File: src/rtl/serial_add_ctrl_pkg.sv
// Shared definitions for the bit-serial add/subtract sequencer.
//   state_t : FSM state codes (IDLE=0, RUN=1, DONE=2; code 3 is illegal)
//   STATE_W : width of the state register
package serial_add_ctrl_pkg;

    localparam int STATE_W = 2;

    typedef enum logic [STATE_W-1:0] {
        S_IDLE = 2'd0,
        S_RUN  = 2'd1,
        S_DONE = 2'd2
    } state_t;

endpackage

File: src/rtl/serial_add_ctrl_fa_bit.sv
// Combinational 1-bit full adder cell. The sequencer time-shares this one cell.
//   a, b, c : addend bits and carry-in
//   s       : sum bit
//   cout    : carry-out
module fa_bit (
    input  logic a,
    input  logic b,
    input  logic c,
    output logic s,
    output logic cout
);

    assign s    = a ^ b ^ c;
    assign cout = (a & b) | (c & (a ^ b));

endmodule

File: src/rtl/serial_add_ctrl.sv
// Bit-serial add/subtract sequencer. One bit per clock, LSB first, through a
// single fa_bit cell with a registered carry. Start accepted at T gives done
// at T+WIDTH+1.
//   clk, rst   : clock, synchronous active-high reset
//   start      : request, only looked at in IDLE
//   sub        : 0 -> a+b+cin, 1 -> a-b (cin ignored)
//   a, b, cin  : operands, captured with the accepted start
//   busy       : high whenever not IDLE
//   done       : one-cycle pulse when sum/cout are valid
//   sum, cout  : result; held until overwritten by the next operation
module serial_add_ctrl
    import serial_add_ctrl_pkg::*;
#(
    parameter int WIDTH = 8
) (
    input  logic             clk,
    input  logic             rst,
    input  logic             start,
    input  logic             sub,
    input  logic [WIDTH-1:0] a,
    input  logic [WIDTH-1:0] b,
    input  logic             cin,
    output logic             busy,
    output logic             done,
    output logic [WIDTH-1:0] sum,
    output logic             cout
);

    localparam int CNT_W = $clog2(WIDTH);
    localparam logic [CNT_W-1:0] CNT_LAST = CNT_W'(WIDTH - 1);

    state_t            state, state_nxt;
    logic [CNT_W-1:0]  cnt;
    logic [WIDTH-1:0]  op_a, op_b;
    logic              carry;
    logic              cell_s, cell_c;
    logic              last_bit;

    assign last_bit = (cnt == CNT_LAST);

    fa_bit u_fa (
        .a    (op_a[0]),
        .b    (op_b[0]),
        .c    (carry),
        .s    (cell_s),
        .cout (cell_c)
    );

    always_ff @(posedge clk) begin
        if (rst) state <= S_IDLE;
        else     state <= state_nxt;
    end

    always_comb begin
        state_nxt = state;
        busy      = (state != S_IDLE);
        done      = (state == S_DONE);
        case (state)
            S_IDLE:  if (start) state_nxt = S_RUN;
            S_RUN:   if (last_bit) state_nxt = S_DONE;
            S_DONE:  state_nxt = S_IDLE;
            default: state_nxt = S_IDLE;   // recover from the unused code
        endcase
    end

    // Datapath: operand shift registers, carry register, bit counter, result.
    always_ff @(posedge clk) begin
        if (rst) begin
            op_a  <= '0;
            op_b  <= '0;
            carry <= 1'b0;
            cnt   <= '0;
            sum   <= '0;
            cout  <= 1'b0;
        end else begin
            case (state)
                S_IDLE: begin
                    if (start) begin
                        // Subtract is a + ~b + 1: invert b once at capture and
                        // seed the carry with 1.
                        op_a  <= a;
                        op_b  <= sub ? ~b : b;
                        carry <= sub ? 1'b1 : cin;
                        cnt   <= '0;
                    end
                end
                S_RUN: begin
                    op_a  <= op_a >> 1;
                    op_b  <= op_b >> 1;
                    sum   <= {cell_s, sum[WIDTH-1:1]};
                    carry <= cell_c;
                    // Wrap explicitly so cnt never passes WIDTH-1 for
                    // non-power-of-two widths.
                    if (last_bit) begin
                        cout <= cell_c;
                        cnt  <= '0;
                    end else begin
                        cnt  <= cnt + 1'b1;
                    end
                end
                default: ;
            endcase
        end
    end

endmodule

File: config.mk
export PLATFORM = sky130hd
export DESIGN_NAME = serial_add_ctrl
export DESIGN_NICKNAME = d
export VERILOG_FILES = /design/src/rtl/serial_add_ctrl_pkg.sv /design/src/rtl/serial_add_ctrl_fa_bit.sv /design/src/rtl/serial_add_ctrl.sv
export SDC_FILE = /design/constraint.sdc
export NUM_CORES = 1
export LEC_CHECK = 0
export ABC_AREA = 1
export BUFFER_PORTS_ARGS = -buffer_cell sky130_fd_sc_hd__buf_2
export CAP_MARGIN = 20
export CORE_MARGIN = 5
export CORE_UTILIZATION = 40
export CTS_CLUSTER_SIZE = 24
export DETAILED_ROUTE_END_ITERATION = 8
export GPL_TIMING_DRIVEN = 0
export RECOVER_POWER = 25
export SLEW_MARGIN = 20
export SYNTH_ARGS = -nofsm -noshare
export SYNTH_HDL_FRONTEND = slang
export SYNTH_SLANG_ARGS = --single-unit
export TNS_END_PERCENT = 30
File: constraint.sdc
create_clock -name clk -period 1.1 [get_ports clk]
set_input_delay 0.165 -clock clk [delete_from_list [all_inputs] [get_ports clk]]
set_output_delay 0.165 -clock clk [all_outputs]
set_load 0.03 [all_outputs]
==> flow_metrics.tcl <==
set metrics [dict create \
    timing.hold.ws_ps 155 \
    critPathKind "reg2out" \
    finalCriticalPeriod_ps 1150 \
    worstHoldPathCells 2 \
    tns_ps -114 \
    place_hpwl_um 2440 \
    portBuffers 29 \
    route.detailed.wl_per_inst_um 11.0 \
    initial_core_util_pct 41.4 \
    grt_use_met1_pct 15.8 \
    finalHoldViolations 0 \
    r2r_end "state[0]" \
    overflow 0 \
    p_total_w 0.00264 \
    finClkSkew_ps 3.04 \
    startpoint_type "flop" \
    hold_end "state[0]" \
    post-route-period-util_pct 104 \
    die-area_sq_um 5150 \
    syn_area_sq_um 1530 \
    slew_viol_final 0 \
    htreeDepth 2 \
    syn_nets 251 \
    syn_area_per_cell_sq_um 6.72 \
    cts-hold-fix-buffers 0 \
    die_y_um 71.8 \
    rsz0062_at_grt "true" \
    internal_power_w 0.00187 \
    grt_use_total_pct 14.0 \
    synth_cell_types 24 \
    critPathMaxFanout 3 \
    status "finished, violations left" \
    finalSetupViolCount 5 \
    final_cell_mix "55 x nand2_1, 51 x nor2_1, 29 x buf_2, 29 x nand3_1, 27 x dfxtp_1" \
    coreArea_sq_um 3690 \
    pwr-share-seq_pct 47.5 \
    synthMuxAreaShare_pct 0 \
    vias 1436 \
    endpoint_kind "output pin" \
    worstHoldStart "rst" \
    final_nets 292 \
    switchingPower_w 0.000774 \
    grt_use_met3_pct 4.35 \
    viasPerCell 4.53 \
    yosysWarnings 0 \
    cts-root-buf "clkbuf_8" \
    synth_top_area_share_pct 40.7 \
    final_common_cell "nand2_1" \
    grt_max_degree 11 \
    synth_fa_ha_area_share_pct 2.95 \
    worstPathRequired_ps 940 \
    antenna_found_initial 0 \
    drtAntennaViolNets 0 \
    antenna_cells 0 \
    synth_top_family_by_area "simple AND/OR/NAND/NOR gates" \
    worst_slack_ps -47.7 \
    routed_wl_um 3480 \
    r2r_start "cnt[0]" \
    grt_pass1_wl_um 5440 \
    maxSlewHeadroom_pct 68.6 \
    cts_tree "built" \
    timing.fmax_ghz 0.871 \
    p_per_area_nw_per_um2 1350 \
    drc 0 \
    place_area_sq_um 1730 \
    worstMarginPinSlew_ps 471 \
    synthXorXnorAreaFrac_pct 0.574 \
    pwr-share-comb_pct 20.7 \
    ff2ff_path_depth 4 \
    power.share.clock_pct 31.8 \
    cts_made_buffers 5 \
    syn_to_final_growth_pct 28.6 \
    rrSetupSlack_ps -40 \
    worstSkewPairLatency_ps 280 \
    clkSinkCount 31 \
    first_pass_iters 4 \
    dieWidth_um 71.8 \
    peakVddDrop_mv 0.460 \
    drv_cap 0 \
    arrival_ps 980 \
    ys_top_cells_by_area "dfxtp_1 41%, nand2_1 15%, nor2_1 13%, nand3_1 9.5%, inv_1 4.9%" \
    hold_class "in2reg" \
    globalplace.congestion 0.726 \
    top_usage_layer "met2" \
    rows 22 \
    clk_pin_slew_ps 60 \
    clk_path_buf_depth 2 \
    drive_gt1_share_pct 26.4 \
    violations "setup timing" \
    grt_pass1_vias 1216 \
    synth_compound_area_share_pct 5.09 \
    synthCells 227 \
    ys_seq_area_share_pct 40.7 \
    power_leakage_nw 0.992 \
    fin_util_pct 53.2 \
    yosys.area_share.simple_pct 39.8 \
    io_pins 32 \
    design_area_sq_um 1960 \
    switching_share_pct 29.3 \
    synth-seq-cells 31 \
    drtIter0Drc 65 \
    synth_top_cell_by_area "dfxtp_1" \
    use_met2_pct 24.0 \
]
-- critical path: stages, from the launching register on --
cell and delay [ps]:
dfxtp_4 370, nor2_4 150, inv_2 50, buf_6 130
-- worst max-delay path by stage --
stage	from	endpoint	slack, ps	cells past startpoint
finish	state[1]	busy	-50	3
global route	state[1]	op_b[5]	-90	8
CTS	state[1]	done	-40	3
detailed placement	state[0]	op_b[2]	-130	5
global placement	state[0]	op_b[0]	-130	5
floorplan	carry	carry	5	5
-- area by class of cell --
| class | instances | area [sq um] |
|---|---|---|
| Fill cell | 391 | 1730 |
| Multi-Input combinational cell | 164 | 792 |
| Sequential cell | 31 | 631 |
| Timing Repair Buffer | 34 | 216 |
| Inverter | 22 | 97.6 |
| Buffer | 10 | 83.8 |
| Clock buffer | 7 | 76.3 |
| Tap cell | 48 | 60.1 |
| Clock inverter | 1 | 5.00 |
-- power groups by stage --
stage          registers (W)  clock network [W]  logic, W
5_1_grt              0.00127           0.000920  0.000609
3_3_place_gp         0.00127                  0  0.000474
4_1_cts              0.00125           0.000866  0.000503
3_5_place_dp         0.00128                  0  0.000480
2_1_floorplan        0.00132                  0  0.000299
6_report             0.00126           0.000842  0.000547
-- sequential cells by signal (all words and copies together) (netlist names) --
register,count
carry,1
cnt,3
cout,1
op_a,8
op_b,8
state,2
sum,8
-- repair_timing --
item / 4_1_cts / 5_1_grt
pin swaps: 3 / 7
endpoints found under the setup margin: 31 / 26
gates resized for setup: 19 / 21
cloned: 0 / 1
setup buffers: 3 / 1
hold endpoints to repair: 0 / 0
-- kinds of logic after synthesis --
family	after synthesis
adders and majority gates	3
DFF	31
AOI/OAI and AO/OA	15
xor gates and xnor gates	1
buffers and inverters	32
and+or+nand+nor	145
-- synthesized netlist by cell type --
library cell and n:
o21ai_0 8, inv_6 1, buf_8 1, buf_6 1, fa_1 1, clkbuf_1 1
ha_1 2, inv_1 20, buf_4 2, nand3_1 29, nand2_2 1, xor2_1 1
nand3_2 1, nand2_1 59, inv_2 1, dfxtp_1 31, buf_2 4, nand2_4 1
a21oi_1 6, clkbuf_8 1, o211ai_1 1, nor2_1 52, or2_1 1, nor2_4 1
-- layer usage --
metal / vias to the layer above / wire, um / part of all wire [%]
met1: 617 / 1630 / 47
met5: - / 0 / 0
met3: 6 / 166 / 4.8
met2: 27 / 1640 / 47
met4: 0 / 53 / 1.5
li1: 786 / - / -
-- metrics by stage --
step / cells / setup WS (ps)
6_report: 317 / -47.7
5_1_grt: 317 / -90.6
4_1_cts: 315 / -44.3
3_5_place_dp: 304 / -127
3_3_place_gp: 304 / -130
2_1_floorplan: 227 / 5.44
Power figures use the tool's default switching activity.
